<file path="src/rtl/jtgng_linebuf_rd_pkg.sv">
// Shared constants for the line-buffer read engine: FSM encodings and default blank colour.
// The erase write-back is built only when JTGNG_LINEBUF_ERASE_EN is defined (off by default).
package jtgng_linebuf_rd_pkg;

  localparam int unsigned ST_W = 2;

  localparam logic [ST_W-1:0] ST_IDLE  = 2'd0;
  localparam logic [ST_W-1:0] ST_PRIME = 2'd1;
  localparam logic [ST_W-1:0] ST_RUN   = 2'd2;

  localparam int unsigned DEF_DW = 8;
  localparam int unsigned DEF_AW = 8;

  localparam logic [DEF_DW-1:0] DEF_BLANK_VAL = {DEF_DW{1'b1}};

endpackage

</file>
<file path="src/rtl/jtgng_linebuf_rd_if.sv">
// RAM-side bus of the line-buffer reader: read port plus erase write-back port.
interface jtgng_linebuf_rd_if #(
  parameter int unsigned DW = 8,
  parameter int unsigned AW = 8
);

  logic [AW-1:0] ram_addr;
  logic [DW-1:0] ram_q;
  logic [AW-1:0] erase_addr;
  logic [DW-1:0] erase_data;
  logic          erase_we;

  modport master (
    output ram_addr,
    input  ram_q,
    output erase_addr,
    output erase_data,
    output erase_we
  );

  modport slave (
    input  ram_addr,
    output ram_q,
    input  erase_addr,
    input  erase_data,
    input  erase_we
  );

endinterface

</file>
<file path="src/rtl/jtgng_linebuf_rd.sv">
// Line-buffer scan-out: walks the RAM read port for LINE_LEN pixels per line, hiding the
// one-clock read latency. Define JTGNG_LINEBUF_ERASE_EN to blank each location after reading.
module jtgng_linebuf_rd
  import jtgng_linebuf_rd_pkg::*;
#(
  parameter int unsigned   DW        = 8,
  parameter int unsigned   AW        = 8,
  parameter int unsigned   LINE_LEN  = 256,
  parameter logic [DW-1:0] BLANK_VAL = {DW{1'b1}}
) (
  input  logic                 clk,
  input  logic                 rst_n,
  input  logic                 cen,
  input  logic                 line_start,
  input  logic [AW-1:0]        start_addr,
  jtgng_linebuf_rd_if.master   ram,
  output logic [DW-1:0]        pxl,
  output logic                 pxl_valid,
  output logic                 busy,
  output logic                 done
);

  localparam int unsigned     CW   = $clog2(LINE_LEN) + 1;
  localparam logic [CW-1:0]   LAST = CW'(LINE_LEN - 1);

  logic [ST_W-1:0] state_q, state_d;
  logic [AW-1:0]   addr_q,  addr_d;
  logic [CW-1:0]   cnt_q,   cnt_d;
  logic [DW-1:0]   pxl_q,   pxl_d;
  logic            valid_q, valid_d;
  logic            busy_q,  busy_d;
  logic            done_q,  done_d;

  always_ff @(posedge clk or negedge rst_n) begin
    if (!rst_n) begin
      state_q <= ST_IDLE;
      addr_q  <= '0;
      cnt_q   <= '0;
      pxl_q   <= '0;
      valid_q <= 1'b0;
      busy_q  <= 1'b0;
      done_q  <= 1'b0;
    end else begin
      state_q <= state_d;
      addr_q  <= addr_d;
      cnt_q   <= cnt_d;
      pxl_q   <= pxl_d;
      valid_q <= valid_d;
      busy_q  <= busy_d;
      done_q  <= done_d;
    end
  end

  // Next-state logic; nothing moves between cen edges.
  always_comb begin
    state_d = state_q;
    addr_d  = addr_q;
    cnt_d   = cnt_q;
    pxl_d   = pxl_q;
    valid_d = valid_q;
    done_d  = done_q;
    if (cen) begin
      done_d = 1'b0;
      case (state_q)
        ST_IDLE: begin
          valid_d = 1'b0;
        end
        ST_PRIME: begin
          valid_d = 1'b0;
          addr_d  = addr_q + AW'(1);
          state_d = ST_RUN;
        end
        ST_RUN: begin
          pxl_d   = ram.ram_q;
          valid_d = 1'b1;
          addr_d  = addr_q + AW'(1);
          cnt_d   = cnt_q + CW'(1);
          if (cnt_q == LAST) begin
            state_d = ST_IDLE;
            done_d  = 1'b1;
          end
        end
        default: begin
          state_d = ST_IDLE;
          valid_d = 1'b0;
        end
      endcase
      // A restart aborts the line, except that a final pixel on the same cen is still emitted.
      if (line_start) begin
        state_d = ST_PRIME;
        addr_d  = start_addr;
        cnt_d   = '0;
        if (!(state_q == ST_RUN && cnt_q == LAST)) begin
          valid_d = 1'b0;
          pxl_d   = pxl_q;
        end
      end
    end
    busy_d = (state_d != ST_IDLE);
  end

  assign ram.ram_addr   = addr_q;
  assign ram.erase_data = BLANK_VAL;

`ifdef JTGNG_LINEBUF_ERASE_EN
  // The location captured this cen sits one behind the read address.
  assign ram.erase_we   = cen & (state_q == ST_RUN);
  assign ram.erase_addr = addr_q - AW'(1);
`else
  assign ram.erase_we   = 1'b0;
  assign ram.erase_addr = '0;
`endif

  assign pxl       = pxl_q;
  assign pxl_valid = valid_q;
  assign busy      = busy_q;
  assign done      = done_q;

endmodule

</file>
<file path="src/flat_wrapper.sv">
// flat-port wrapper written by rule: the top's interface ports become plain ports
module jtgng_linebuf_rd_flat import jtgng_linebuf_rd_pkg::*;
#(
  parameter int unsigned   DW        = 8,
  parameter int unsigned   AW        = 8,
  parameter int unsigned   LINE_LEN  = 256,
  parameter logic [DW-1:0] BLANK_VAL = {DW{1'b1}}
)
  (clk, rst_n, cen, line_start, start_addr, pxl, pxl_valid, busy, done, ram_ram_addr, ram_ram_q, ram_erase_addr, ram_erase_data, ram_erase_we);
  jtgng_linebuf_rd_if #(.DW(DW), .AW(AW)) ram_i ();
  input  logic clk;
  input  logic rst_n;
  input  logic cen;
  input  logic line_start;
  input  logic [AW-1:0] start_addr;
  output logic [DW-1:0] pxl;
  output logic pxl_valid;
  output logic busy;
  output logic done;
  output wire logic [$bits(ram_i.ram_addr)-1:0] ram_ram_addr;
  input wire logic [$bits(ram_i.ram_q)-1:0] ram_ram_q;
  output wire logic [$bits(ram_i.erase_addr)-1:0] ram_erase_addr;
  output wire logic [$bits(ram_i.erase_data)-1:0] ram_erase_data;
  output wire logic [$bits(ram_i.erase_we)-1:0] ram_erase_we;
  assign ram_ram_addr = ram_i.ram_addr;
  assign ram_i.ram_q = ram_ram_q;
  assign ram_erase_addr = ram_i.erase_addr;
  assign ram_erase_data = ram_i.erase_data;
  assign ram_erase_we = ram_i.erase_we;
  jtgng_linebuf_rd #(.DW(DW), .AW(AW), .LINE_LEN(LINE_LEN), .BLANK_VAL(BLANK_VAL)) u_core (.clk(clk), .rst_n(rst_n), .cen(cen), .line_start(line_start), .start_addr(start_addr), .ram(ram_i), .pxl(pxl), .pxl_valid(pxl_valid), .busy(busy), .done(done));
endmodule
</file>
<file path="config.mk">
export PLATFORM = sky130hd
export DESIGN_NAME = jtgng_linebuf_rd_flat
export DESIGN_NICKNAME = d
export VERILOG_FILES = /design/src/rtl/jtgng_linebuf_rd_pkg.sv /design/src/rtl/jtgng_linebuf_rd_if.sv /design/src/rtl/jtgng_linebuf_rd.sv /design/src/flat_wrapper.sv
export SDC_FILE = /design/constraint.sdc
export NUM_CORES = 1
export LEC_CHECK = 0
export ABC_CLOCK_PERIOD_IN_PS = 1600
export CAP_MARGIN = 0
export CORE_UTILIZATION = 41
export DETAILED_ROUTE_END_ITERATION = 8
export MAX_ROUTING_LAYER = met4
export PLACE_DENSITY = 0.76
export SETUP_SLACK_MARGIN = 0.15
export SYNTH_ARGS = -nofsm -noshare
export SYNTH_HDL_FRONTEND = slang
export SYNTH_SLANG_ARGS = --single-unit
export TNS_END_PERCENT = 5
</file>
<file path="constraint.sdc">
create_clock -name clk -period 1.6 [get_ports clk]
set_input_delay 0.16 -clock clk [delete_from_list [all_inputs] [get_ports clk]]
set_output_delay 0.16 -clock clk [all_outputs]
set_load 0.01 [all_outputs]
</file>
Word level (Yosys, flattened, before mapping):

Cells that the tools add are included.

* flip-flop bits (word level): 30
* output and inout port bits: 36
* word-level logic and storage cells: 38

* add/subtract/negate cells: 2
* equal/unequal tests: 4
* muxes and demuxes: 16
* reduce and logical (&&, ||, !) cells: 9

Operator list (count)
* 8-bit two-way mux: 5
* 9-bit two-way mux: 2
* 9-bit by 1-bit adder with 9-bit output, second input constant: 1
* 9-bit by 8-bit == test with 1-bit output, second input constant: 1
* 8-bit by 1-bit adder with 8-bit output, second input constant: 1
* 2-bit two-way mux: 3
* 2-bit case mux with 3 select lines: 1
* 2-bit AND reduction: 3
* 2-bit nonzero test: 3
* 1-bit two-way mux: 5
* 2-bit by 1-bit == test with 1-bit output, second input constant: 1
* 2-bit == test, second input constant: 1
* 2-bit logical NOT: 1
* 2-bit by 1-bit != test with 1-bit output, second input constant: 1
* 2-bit OR reduction: 1
* 1-bit logical AND: 1

Depth between registers and ports, before layout:

Gate-level depths: netlist of the first run.

* word-level depth: 6
* gate-level depth with buffers: 8

Least setup slack after synthesis of the first run:

OpenSTA, ideal clock, no wires.

* path kind: register to register
* start point: register u_core.cnt_q[0]
* end point: register u_core.pxl_q[0] (netlist: u_core.pxl[0])
* library setup time: 0.125 ns
* arrival time: 1.545 ns
* slack: -0.070 ns
* stages on the path, launching flop included: 8
* period minus slack after synthesis: 1.670 ns
* cell sequence: dfrtp_1 -> ha_1 -> nand3_1 -> nor2_1 -> ha_1 -> inv_1 -> a21oi_4 -> mux2_2

* cells in the longest elaborated chain, start to end: 4

Ends and longest elaborated chain
* start: declaration: line jtgng_linebuf_rd.sv:28 `logic [CW-1:0] cnt_q, cnt_d;`
* start signal: assignment: line jtgng_linebuf_rd.sv:46 `cnt_q <= cnt_d;`
* 9-bit by 8-bit == test with 1-bit output: line jtgng_linebuf_rd.sv:93 `if (!(state_q == ST_RUN && cnt_q == LAST)) begin`
* 1-bit logical AND: line jtgng_linebuf_rd.sv:93
* 2-bit by 1-bit != test with 1-bit output (no line)
* 2-bit AND reduction (no line)
* end signal: assignment: line jtgng_linebuf_rd.sv:47 `pxl_q <= pxl_d;`
* end: declaration: line jtgng_linebuf_rd.sv:29 `logic [DW-1:0] pxl_q, pxl_d;`

Every way passes these cells.
A chain may end at the register's enable or synchronous reset.

Final worst setup path of the first run:

* start point: register u_core.cnt_q[1]
* end point: register u_core.pxl_q[4] (netlist: u_core.pxl[4])

The elaborated chain is that of the path after synthesis.

==> results.md, run 1 <==
- Synthesized instance count: 176
- DRC viols: 0
- Via density: 5.066
- Nets: between 200 and 300
- Yosys cell types: 35
- Drt first pass iters: 4
- Slew Limit Fails: 0
- Placed Area: 0.002222 sq mm
- Worst Skew: approximately 8.5 ps
- Worst Path Arrival: just under 2000 ps
- Post-route setup TNS: -1127 ps
- Root buffer cell: clkbuf_8
- Final setup fails: 8
- Fmax: roughly 570 MHz
- Dpl hpwl: between 2000 and 3000 um
- Status: finished with violations
- Setup CP Type: flop to flop
- Flip-flop and latch area: 755.7 sq um
- VDD IR max: just over 0.9 mV
- Reg2reg path depth: 8
- HP Class: input port to async pin
- Slack of the worst reg-to-reg path: -150 ps
- Violated checks: setup timing
- Clock latency on the worst-skew pair: 280 ps
- Setup WS pre-CTS: -232.3 ps
- Clock sink count: 30
- Mean Syn Cell Area: 9.597 sq um
- Commonest cells after routing, fill and taps aside: clkdlybuf4s50_1, dfrtp_1, buf_4
- Via count: 1464
- Number of global-route vias before repair: around 1400
- Terminus of the critical flop-to-flop path: u_core.pxl[4]$_DFFE_PN0P_
- Area delta synth->final: 43.11%
- Worst setup margin: -154.9 ps
- Flops & latches, synth: 30
- I/O Pins: 56
- Critical Path Fanout Max: 9
- Die ar.: 0.004380 sq mm
- Max-Cap Viols: 0
- Final Instance Area: 0.002417 sq mm
- Initial antenna violation count: 0
- Most common cell after layout, fill and taps aside: clkdlybuf4s50_1
- Multi-input gate area: 849.6 sq um
- Starting Density: 0.4447
- Fillcell total: 332
- Met3 WL post-DR: roughly 180 um
- Iteration-0 DRC Markers: 70
- Synthesized area: 0.001689 sq mm
- Critical path capture point type: flop
- R2R Path Start: u_core.cnt_q[1]$_DFFE_PN0P_
- Crit path launch: u_core.cnt_q[1]$_DFFE_PN0P_
- Longest Clk Path Bufs: 2
- Static leakage: ~1.1 nW
- CTS Buf Count: 5
- CTS tree: built
- GRT Residual Overflow: 0
- Final Critical Period: around 1800 ps
- Met1 Wirelength: 1664 um
- Seq/Total Area, Yosys: 0.4444
- Yosys warns: 0
- Worst-path clk slew: 70 ps
- Post-route ant nets: 0
- P per Cell Area: 1234 mW/mm^2
- Core area: 0.003799 sq mm
- Tot GR Track Use: 0.2050
- Unrepaired setup endpoints after global routing: yes
- Largest net degree at the start of global routing: 31
- Routed wire length: 3892 um
- Row cnt: 22
- Worst setup SP type: flop
- First-pass GRT wire length: roughly 6400 um
- Mean routed wirelength per cell: about 13 um
- Antenna fix cells: 0
- Util after Layout: 0.6364
- WL met2: 1985 um
- IO buf count: 38
- H-tree levels: 2
- Overall Power: 2.982 mW
- CP Capture Point: u_core.pxl[4]$_DFFE_PN0P_
- Max Used Layer: met4
- Routability cong.: 0.8478
- Tcrit/Tclk final: 1.097
- Fraction of layout cells with a size suffix above 1: 0.2656
- Die width: 66.19 um
- Hold Vio Cnt, Final: 0
- WP data required: 1770 ps
- DIE HEIGHT: 66.19 um
-- worst min-delay path by stage --
stage	startpoint	end	cells past startpoint	slack [ps]
after floorplan	rst_n	u_core.busy$_DFF_PN0_	0	-140
after global placement	u_core.pxl_valid$_DFFE_PN0P_	u_core.pxl_valid$_DFFE_PN0P_	1	480
after detailed placement	u_core.pxl[7]$_DFFE_PN0P_	u_core.pxl[7]$_DFFE_PN0P_	1	500
after CTS	rst_n	u_core.pxl[1]$_DFFE_PN0P_	2	280
after global routing	rst_n	u_core.pxl[2]$_DFFE_PN0P_	2	290
final	rst_n	u_core.pxl[1]$_DFFE_PN0P_	2	270
-- where the power goes --
| group | switching, mW | total (mW) | leakage, nW | internal (mW) |
|---|---|---|---|---|
| Sequential | 0.158 | 1.11 | 0.377 | 0.955 |
| Combinational | 0.472 | 1.10 | 0.663 | 0.632 |
| Clock | 0.302 | 0.765 | 0.0504 | 0.463 |
| Total | 0.933 | 2.98 | 1.09 | 2.05 |
-- critical path, stage by stage (launching register included) --
cell	delay, ps
dfrtp_1	370
ha_2	210
nand3_2	70
nor2_2	110
ha_2	210
inv_2	50
a21oi_4	160
buf_12	150
mux2_2	330
-- per-layer routing --
layer,global-route usage,up-vias
met5,-,-
met4,0.08511,0
met3,0.06379,8
met2,0.3355,47
met1,0.2318,685
li1,-,724
-- area by class of cell --
| type | count | share of cell area |
|---|---|---|
| clock buffers | 5 | 0.02847 |
| clock inverters | 3 | 0.01863 |
| inverters | 10 | 0.01553 |
| multi-input cells | 128 | 0.3514 |
| flip-flops and latches | 30 | 0.3126 |
| well taps | 48 | 0.02484 |
| repair buffers | 65 | 0.2484 |
-- stage by stage --
stage               hold slack [ps]  cells
detailed placement            496.4    280
floorplan                    -135.6    191
finish                        270.2    289
global route                  294.7    289
global placement              480.3    280
CTS                           281.1    289
-- timing repair --
item,in CTS,in global routing
gates cloned,0,0
setup endpoints to repair,23,24
hold endpoints to repair,0,0
hold buffers,0,0
pin swaps,8,2
buffers inserted,1,0
gates resized for setup,20,11
-- cell usage after synthesis --
| cell type | instances | share of area |
|---|---|---|
| a22o_1 | 1 | 0.0052 |
| nor2_1 | 7 | 0.016 |
| dfrtp_1 | 30 | 0.44 |
| xnor2_1 | 3 | 0.016 |
| a21oi_1 | 12 | 0.036 |
| buf_2 | 4 | 0.012 |
| nand4_2 | 1 | 0.0074 |
| or4_1 | 1 | 0.0044 |
| nand4_1 | 3 | 0.011 |
| o22ai_1 | 7 | 0.026 |
| nor3_2 | 1 | 0.0059 |
| o2bb2ai_1 | 1 | 0.0052 |
| nand3_1 | 8 | 0.024 |
| o21ai_0 | 16 | 0.047 |
| nor3_1 | 2 | 0.0059 |
| mux2_2 | 8 | 0.053 |
| clkbuf_1 | 1 | 0.0022 |
| and3_1 | 1 | 0.0037 |
| a41o_1 | 1 | 0.0059 |
| inv_1 | 10 | 0.022 |
| and4_1 | 1 | 0.0052 |
| o21ai_2 | 1 | 0.0052 |
| a21oi_4 | 1 | 0.0096 |
| o22a_1 | 1 | 0.0052 |
| o31ai_1 | 2 | 0.0089 |
| a31oi_1 | 2 | 0.0074 |
| nand2_1 | 15 | 0.033 |
| nand2b_1 | 1 | 0.0037 |
| mux2i_1 | 4 | 0.024 |
| a21o_1 | 1 | 0.0044 |
| buf_4 | 18 | 0.080 |
| ha_1 | 6 | 0.044 |
| nor2b_1 | 2 | 0.0074 |
| conb_1 | 2 | 0.0044 |
| a21boi_0 | 1 | 0.0044 |
-- state kept, by name, summed over array words and instances, names as in the netlist --
signal               cells
u_core.cnt_q             9
u_core.busy              1
u_core.done              1
u_core.pxl_valid         1
u_core.ram.ram_addr      8
u_core.pxl               8
u_core.state_q           2
-- logic make-up (layout without fill, tap and decap cells) --
family / Yosys count / count (layout) / share of synthesized area
buffers and inverters: 33 / 83 / 0.1163
muxes: 12 / 12 / 0.07704
AOI/OAI and AO/OA: 47 / 47 / 0.1704
adders and majority gates: 6 / 6 / 0.04444
and+or+nand+nor: 43 / 43 / 0.1274
DFF: 30 / 30 / 0.4444
other: 2 / 17 / 0.004446
xor gates and xnor gates: 3 / 3 / 0.01556
(Power assumes the default switching activity.)
==> inputs of run 2 (changes only) <==
--- a/config.mk
+++ b/config.mk
@@ -8,9 +8,11 @@
 export ABC_CLOCK_PERIOD_IN_PS = 1600
 export CAP_MARGIN = 0
 export CORE_UTILIZATION = 41
+export CTS_CLUSTER_SIZE = 24
 export DETAILED_ROUTE_END_ITERATION = 8
 export MAX_ROUTING_LAYER = met4
 export PLACE_DENSITY = 0.76
+export REMOVE_ABC_BUFFERS = 1
 export SETUP_SLACK_MARGIN = 0.15
 export SYNTH_ARGS = -nofsm -noshare
 export SYNTH_HDL_FRONTEND = slang
==> results.md, run 2 (same netlist as run 1, synthesis figures left out) <==
- Status: finished with violations
- Violated checks: setup timing
- CTS Buf Count: 5
- R2R Path Start: u_core.cnt_q[1]$_DFFE_PN0P_
- Commonest cells after routing, fill and taps aside: clkdlybuf4s50_1, dfrtp_1, buf_4
- Critical Path Fanout Max: 9
- Worst-path clk slew: 60 ps
- Largest net degree at the start of global routing: 31
- Crit path launch: u_core.cnt_q[1]$_DFFE_PN0P_
- Critical Path Max Stage Delay: 370 ps
- Post-route setup TNS: -1065 ps
- Initial antenna violation count: 0
- Critical path capture point type: flop
- Tcrit/Tclk final: 1.083
- Antenna fix cells: 0
- Die ar.: 0.004380 sq mm
- IO buf count: 38
- Number of global-route vias before repair: between 1000 and 1500
- Worst setup margin: -132.3 ps
- GRT Residual Overflow: 0
- Final Instance Area: 0.002431 sq mm
- DIE HEIGHT: 66.19 um
- Unrepaired setup endpoints after global routing: yes
- Crit path cell chain: ha_2 > nand3_2 > nor2_2 > ha_2 > inv_2 > a21oi_4 > buf_12 > mux2_2
- Fmax: 577.3 MHz
- H-tree levels: 2
- Max-Cap Viols: 0
- Worst setup SP type: flop
- Most common cell after layout, fill and taps aside: clkdlybuf4s50_1
- VDD IR max: 0.7937 mV
- Final setup fails: 9
- Most flop-heavy register: u_core.cnt_q
- I/O Pins: 56
- Static leakage: about 1.1 nW
- Area delta synth->final: 43.93%
- Final Critical Period: 1732 ps
- Via density: slightly above 5
- Cell mode on critical path: ha_2
- HP Class: input port to async pin
- WP data required: 1770 ps
- Post-route ant nets: 0
- Starting Density: 0.4447
- Nets: about 270
- Util after Layout: 0.6400
- Hold slack: 262.3 ps
- Longest Clk Path Bufs: 2
- Overall Power: 2.950 mW
- Mean routed wirelength per cell: 13.65 um
- Row cnt: 22
- First-pass GRT wire length: 6741 um
- CTS hold repair buffers: 0
- Core area: approximately 0.0038 sq mm
- Tot GR Track Use: 0.2130
- Slowest-stage cell, CP: dfrtp_1
- Die width: 66.19 um
- Drt first pass iters: 4
- Slew Limit Fails: 0
- DRC viols: 0
- Setup WS pre-CTS: -152.0 ps
- Clock latency on the worst-skew pair: around 290 ps
- Iteration-0 DRC Markers: 53
- Via count: 1500
- Post-Layout Cell Count: 289
- Setup CP Type: flop to flop
- Routed wire length: 3944 um
- Fraction of layout cells with a size suffix above 1: 0.2739
- Placed Area: 0.002222 sq mm
- CTS tree: built
- Worst Skew: between 3 and 4 ps
- Hold Vio Cnt, Final: 0
- Clock sink count: 30
- Worst Path Arrival: 1900 ps
- P per Cell Area: 1213 mW/mm^2
- Routability cong.: about 0.87
- Dpl hpwl: 2743 um
- Cells after DPL: 280
- Flip-flop count of the largest register after layout: 9
- Root buffer cell: clkbuf_8
==> run 2: worst paths after layout <==
kind / to / cells past startpoint / slack [ps]
setup / recovery: u_core.pxl[3]$_DFFE_PN0P_ / 8 / -130
hold / removal: u_core.cnt_q[6]$_DFFE_PN0P_ / 2 / 260
setup reg to reg: u_core.pxl[3]$_DFFE_PN0P_ / 8 / -130
hold reg to reg: u_core.pxl_valid$_DFFE_PN0P_ / 1 / 500
max in group asynchronous: u_core.ram.ram_addr[2]$_DFFE_PN0P_ / 2 / 1020
min in group clk: u_core.pxl[4]$_DFFE_PN0P_ / 2 / 480
==> run 2: worst max-delay path, delay by kind of cell, from the launching register on <==
kind / cells / cell delay [ps]
adder cells (fa/ha/maj): 2 / 410
flip-flops: 1 / 370
multiplexers: 1 / 320
buffers and inverters: 2 / 190
AND/OR/NAND/NOR: 2 / 170
AO/OA/AOI/OAI: 1 / 160
==> run 2: what timing repair did <==
| item | in CTS | in global routing |
|---|---|---|
| setup endpoints to repair | 24 | 28 |
| resized for setup | 18 | 15 |
| pin swaps | 7 | 6 |
| hold endpoints to repair | 0 | 0 |
| setup buffers | 1 | 0 |
==> run 2: power by group <==
part | switching, mW | internal, mW | total [mW]
logic | 0.482 | 0.628 | 1.11
clock network | 0.285 | 0.434 | 0.719
registers | 0.165 | 0.956 | 1.12
total | 0.932 | 2.02 | 2.95
==> run 2: area by class of cell <==
cell class	count	area [sq um]
multi-input cells	128	859.6
fillers	329	1368
well taps	48	60.06
repair buffers	65	608.1
inverters	10	37.54
flip-flops and latches	30	755.7
clock buffers	8	110.1
==> run 2: layer usage <==
layer	global-route usage	vias up	share of wire
li1	-	711	-
met1	0.2595	729	0.44
met2	0.3355	54	0.49
met3	0.05517	6	0.053
met4	0.08777	0	0.013
met5	-	-	0
